### src/rtl/neuron_input_buffer.sv
// neuron_input_buffer: gathers N (x, w) operand pairs from a valid/ready
// producer, pulses neuron_start, then presents one pair per neuron_load
// until the neuron reports neuron_ready, which reopens the buffer.
// Optional build macro: INBUF_OVERRUN_FLAG_EN adds a sticky 'overrun' output
// flagging neuron_load/neuron_ready strobes that arrive in the wrong state.
module neuron_input_buffer #(
    parameter int N  = 4,
    parameter int DW = 8
) (
    input  logic          clk,
    input  logic          rst,
    input  logic          in_valid,
    output logic          in_ready,
    input  logic [DW-1:0] in_x,
    input  logic [DW-1:0] in_w,
    output logic          neuron_start,
    input  logic          neuron_load,
    input  logic          neuron_ready,
    output logic [DW-1:0] x_out,
    output logic [DW-1:0] w_out,
    output logic          busy,
`ifdef INBUF_OVERRUN_FLAG_EN
    output logic          overrun,
`endif
    output logic [7:0]    fill_count
);

    // Storage is rounded up to a power of two so the pointer slice indexes it
    // exactly; entries at N and above are never written or read.
    localparam int AW    = (N > 1) ? $clog2(N) : 1;
    localparam int DEPTH = 1 << AW;
    localparam logic [7:0] LAST = 8'(N - 1);

    typedef enum logic [1:0] {
        FILL      = 2'd0,
        START     = 2'd1,
        DRAIN     = 2'd2,
        WAIT_DONE = 2'd3
    } state_t;

    state_t          r_state;
    state_t          w_nextState;
    logic [7:0]      r_wrPtr;
    logic [7:0]      r_rdPtr;
    logic [7:0]      r_fillCount;
    logic [2*DW-1:0] r_mem [0:DEPTH-1];

    logic            w_accept;
    logic            w_load;
    logic            w_frameEnd;
    logic [AW-1:0]   w_wrIdx;
    logic [AW-1:0]   w_rdIdx;

    assign w_wrIdx    = r_wrPtr[AW-1:0];
    assign w_rdIdx    = r_rdPtr[AW-1:0];
    assign w_accept   = in_valid && in_ready;
    assign w_load     = neuron_load && (r_state == DRAIN);
    assign w_frameEnd = neuron_ready && (r_state == WAIT_DONE);

    // in_ready is held low while reset is asserted, even before the state settles.
    assign in_ready     = rst && (r_state == FILL);
    assign neuron_start = (r_state == START);
    assign busy         = (r_state != FILL);
    assign fill_count   = r_fillCount;

    // Next-state decode: a frame fills, fires one start cycle, drains, then waits.
    always_comb begin
        w_nextState = r_state;
        case (r_state)
            FILL: begin
                if (w_accept && (r_wrPtr == LAST)) begin
                    w_nextState = START;
                end
            end
            START: begin
                w_nextState = DRAIN;
            end
            DRAIN: begin
                if (w_load && (r_rdPtr == LAST)) begin
                    w_nextState = WAIT_DONE;
                end
            end
            WAIT_DONE: begin
                if (w_frameEnd) begin
                    w_nextState = FILL;
                end
            end
            default: begin
                w_nextState = FILL;
            end
        endcase
    end

    // Present the pair under the read pointer only while draining, zero otherwise.
    always_comb begin
        x_out = '0;
        w_out = '0;
        if (r_state == DRAIN) begin
            x_out = r_mem[w_rdIdx][2*DW-1:DW];
            w_out = r_mem[w_rdIdx][DW-1:0];
        end
    end

    // State register.
    always_ff @(posedge clk or negedge rst) begin
        if (!rst) begin
            r_state <= FILL;
        end else begin
            r_state <= w_nextState;
        end
    end

    // Pointers and occupancy: fill on accept, drain on load, clear at frame end.
    always_ff @(posedge clk or negedge rst) begin
        if (!rst) begin
            r_wrPtr     <= '0;
            r_rdPtr     <= '0;
            r_fillCount <= '0;
        end else if (w_frameEnd) begin
            r_wrPtr     <= '0;
            r_rdPtr     <= '0;
            r_fillCount <= '0;
        end else if (w_accept) begin
            r_wrPtr     <= r_wrPtr + 8'd1;
            r_fillCount <= r_fillCount + 8'd1;
        end else if (w_load) begin
            r_rdPtr     <= r_rdPtr + 8'd1;
            r_fillCount <= r_fillCount - 8'd1;
        end
    end

    // Operand storage is deliberately left unreset; stale data is never presented.
    always_ff @(posedge clk) begin
        if (w_accept) begin
            r_mem[w_wrIdx] <= {in_x, in_w};
        end
    end

`ifdef INBUF_OVERRUN_FLAG_EN
    // Sticky flag for neuron strobes arriving in a state that cannot use them.
    always_ff @(posedge clk or negedge rst) begin
        if (!rst) begin
            overrun <= 1'b0;
        end else if ((neuron_load && (r_state != DRAIN)) ||
                     (neuron_ready && (r_state != WAIT_DONE))) begin
            overrun <= 1'b1;
        end
    end
`endif

endmodule
### config.mk
export PLATFORM = sky130hd
export DESIGN_NAME = neuron_input_buffer
export DESIGN_NICKNAME = d
export VERILOG_FILES = /design/src/rtl/neuron_input_buffer.sv
export SDC_FILE = /design/constraint.sdc
export NUM_CORES = 1
export LEC_CHECK = 0
export BUFFER_PORTS_ARGS = -buffer_cell sky130_fd_sc_hd__buf_2
export CORE_MARGIN = 2
export CORE_UTILIZATION = 45
export CTS_BUF_LIST = sky130_fd_sc_hd__clkbuf_4 sky130_fd_sc_hd__clkbuf_8 sky130_fd_sc_hd__clkbuf_16
export DETAILED_ROUTE_END_ITERATION = 10
export GPL_TIMING_DRIVEN = 0
export HOLD_SLACK_MARGIN = 0.02
export PLACE_DENSITY = 0.62
export SYNTH_ARGS = -nofsm -noshare
export SYNTH_HDL_FRONTEND = slang
export SYNTH_SLANG_ARGS = --single-unit
### constraint.sdc
create_clock -name clk -period 5.5 [get_ports clk]
set_clock_uncertainty 0.15 [all_clocks]
set_input_delay 0.55 -clock clk [delete_from_list [all_inputs] [get_ports clk]]
set_output_delay 0.55 -clock clk [all_outputs]
set_load 0.005 [all_outputs]
==> out/results.tsv <==
stage	metric	value	unit
sta	final setup fails	0	
routing	vias per cell	5.13	
logic_synthesis	Distinct cells, synth	40	
layout	layout cell share with drive strength beyond 1	27.5	%
sta	Final min period	2.87	ns
clocking	Post-CTS Resized	0	
floorplanning	DIE WIDTH	98.5	um
sta	crit share post-route	52.1	%
power_and_ir_drop	total power	2.05	mW
logic_synthesis	most common cell in the netlist	edfxtp_1	
routing	wire per inst	16.1	um
routing	DRT iter0 DRCs	70	
floorplanning	die height	98.5	um
power_and_ir_drop	VDD IR max	234	uV
sta	fin worst setup slack	2.63	ns
status	outcome	completed	
routing	number of nets with antenna violations after routing	0	
floorplanning	overall die area	0.00971	mm2
logic_synthesis	Post-synth ARST share	28.9	%
logic_synthesis	top post-synthesis cells by area	edfxtp_1 48%, dfrtp_1 16%, mux4_2 9.0%	
setup_path	critical path cell sequence	buf_2, buf_4, mux4_2, and2_1, buf_2	
routing	DRT Pass-1 Iters	4	
setup_path	CP arrival	2.17	ns
logic_synthesis	top_reg_cell synth	edfxtp_1	
setup_path	Crit Path Max Fanout	10	
clocking	clock-pin transition on the worst setup and hold timing paths	0.09	ns
clocking	# Post-CTS Setup Buffers	0	
floorplanning	core area	0.00868	mm2
sta	hold slack	0.0516	ns
logic_synthesis	sequential share of the synthesized area	64.0	%
setup_path	crit-path max cell delay	0.52	ns
layout	Syn-to-layout area delta	14.2	%
logic_synthesis	Post-Synthesis Cells	268	
routing	Routed WL	7.06	mm
clocking	CTS HTree Levels	3	
logic_synthesis	Post-Syn Area	0.00402	mm2
clocking	CTS Sinks	90	
sta	Sum Neg Setup Slack	0	ns
setup_path	R2R depth	10	
power_and_ir_drop	Leak	1.83	nW
setup_path	crit end category	primary output	
logic_synthesis	Post-synth top cells	64 x edfxtp_1, 26 x dfrtp_1, 22 x and2_1	
power_and_ir_drop	power density over cell area	446	mW/mm2
logic_synthesis	Ys Warns	0	
clocking	CTS Root Cell	clkbuf_8	
global_route	Overflow after GRT	0	
sta	Slew Viols, Final	0	
global_route	Overall Global Routing Usage	15.5	%
place	Place WS	2.24	ns
global_route	global-route wire length before repair	11.4	mm
routing	Via Count	2254	
min_path	worst hold path type	input port to async pin	
sta	worst slew pin tran	0.873	ns
setup_path	most used cell, CP	buf_2	
floorplanning	I/O pins	48	
setup_path	Crit path required time	4.80	ns
logic_synthesis	Syn Nets	306	
clocking	Max Buffers Root-to-Sink	2	
setup_path	slowest CP cell	mux4_2	
setup_path	nature of the critical path startpoint	flop	
sta	max-slew headroom at the worst pin	41.8	%
clocking	CTS buffer count	9	
layout	net total in the final layout	364	
logic_synthesis	Synth Register Bits	90	
place	PortBufs	47	
layout	Inserted Diodes	0	
clocking	worst skew pair latency	0.35	ns
setup_path	CP Class	flop to primary output	
place	hpwl dp	4.69	mm
routing	DR DRC count	0	
logic_synthesis	Synth top area share	47.8	%
clocking	hold_buf cts	0	
logic_synthesis	post-synthesis area per instance	15.0	um2
flow_run	max-cap viol count	0	
logic_synthesis	Yosys top cell by area	edfxtp_1	
sta	RSZ-0062 raised after global routing	no	
floorplanning	cell row count	34	
sta	final hold vios	0	
sta	Max Clk Rate	349	MHz
global_route	antenna violations before repair	0	
place	routability cong.	0.799	
clocking	CTS tree	built	
global_route	largest net degree at the start of global routing	29	
floorplanning	Initial Util	46.3	%
global_route	number of global-route vias before repair	2257	
logic_synthesis	number of flops mapped to enable cells by yosys	64	
==> cells in the final DEF, fill, tap and decap left out, types with 2 or more instances in the layout <==
master,synthesis,layout
a21oi_1,8,8
and2_1,22,22
and3_1,4,4
buf_2,3,50
buf_4,2,2
clkbuf_1,6,6
clkbuf_8,0,9
clkinv_2,0,2
dfrtp_1,26,26
edfxtp_1,64,64
ha_1,16,16
inv_1,8,8
inv_2,2,2
mux4_2,16,16
nand2_1,16,16
nand3_1,3,3
nand4_1,3,3
nor2_1,16,16
nor2b_1,3,3
nor3_1,2,2
nor4_1,2,2
o21ai_0,3,3
o21ai_1,3,3
o31ai_1,4,4
o41ai_1,2,2
or3_1,2,2
xnor2_1,6,6
xor2_1,12,12
==> worst max-delay path: cells and delay by family, from the launching register on <==
kind	cells	cell delay [ns]
buf+inv	3	0.75
simple gates	1	0.18
mux	1	0.52
flops	1	0.36
==> final timing paths <==
| path | endpoint | slack [ns] | startpoint |
|---|---|---|---|
| worst max register to register | fill_count[7] | 2.78 | r_state[0] |
| worst max-delay path | x_out[0] | 2.63 | r_rdPtr[0] |
| worst min register to register | fill_count[3] | 0.37 | fill_count[3] |
| worst min-delay path | fill_count[5] | 0.05 | rst |
| max in group asynchronous | r_wrPtr[3] | 4.73 | rst |
| min in group clk | r_mem[3][12] | 0.26 | in_x[4] |
==> sequential cells by signal, indices dropped and copies added, names as in the netlist <==
name,flops
r_wrPtr,8
r_mem,64
r_state,2
r_rdPtr,8
fill_count,8
==> layer usage <==
metal	global-route usage (%)	up-vias	part of all wire, %
met5	0	-	0
met2	24.6	37	51
met1	21.2	1110	45
li1	-	1100	-
met4	6.64	0	1.1
met3	2.77	7	3.4
==> area by class of cell <==
cell class              count  area (um2)
multi-input cells         157        1360
repair buffers             47         235
fillers                   758        4090
clock buffers               9         124
inverters                  10        37.5
flip-flops and latches     90        2570
well taps                 108         135
plain buffers              11        52.6
clock inverters             7        76.3
==> metrics by stage <==
stage	std cells	util (%)	area, um2
final	439	52.9	4590
after global routing	439	52.9	4590
after CTS	439	52.9	4590
after detailed placement	423	50.6	4390
after global placement	423	50.6	4390
after floorplan	268	-	4020
==> where the power goes <==
part	internal (mW)	switching (mW)	total, mW
clock	0.214	0.239	0.453
sequential	0.801	0.0494	0.851
combinational	0.358	0.386	0.744
==> kinds of logic (layout without fill, tap and decap cells) <==
kind of cell	count (synthesis)	in the layout	share of synthesized area, %
adder cells (fa/ha/maj)	17	17	5.48
AO/OA/AOI/OAI	26	26	4.42
buffers and inverters	21	84	2.24
XOR/XNOR	18	18	3.92
flip-flops	90	90	64.0
multiplexers	18	18	9.49
AND/OR/NAND/NOR	78	78	10.5
Note: power is estimated with default switching activity, not from simulation.
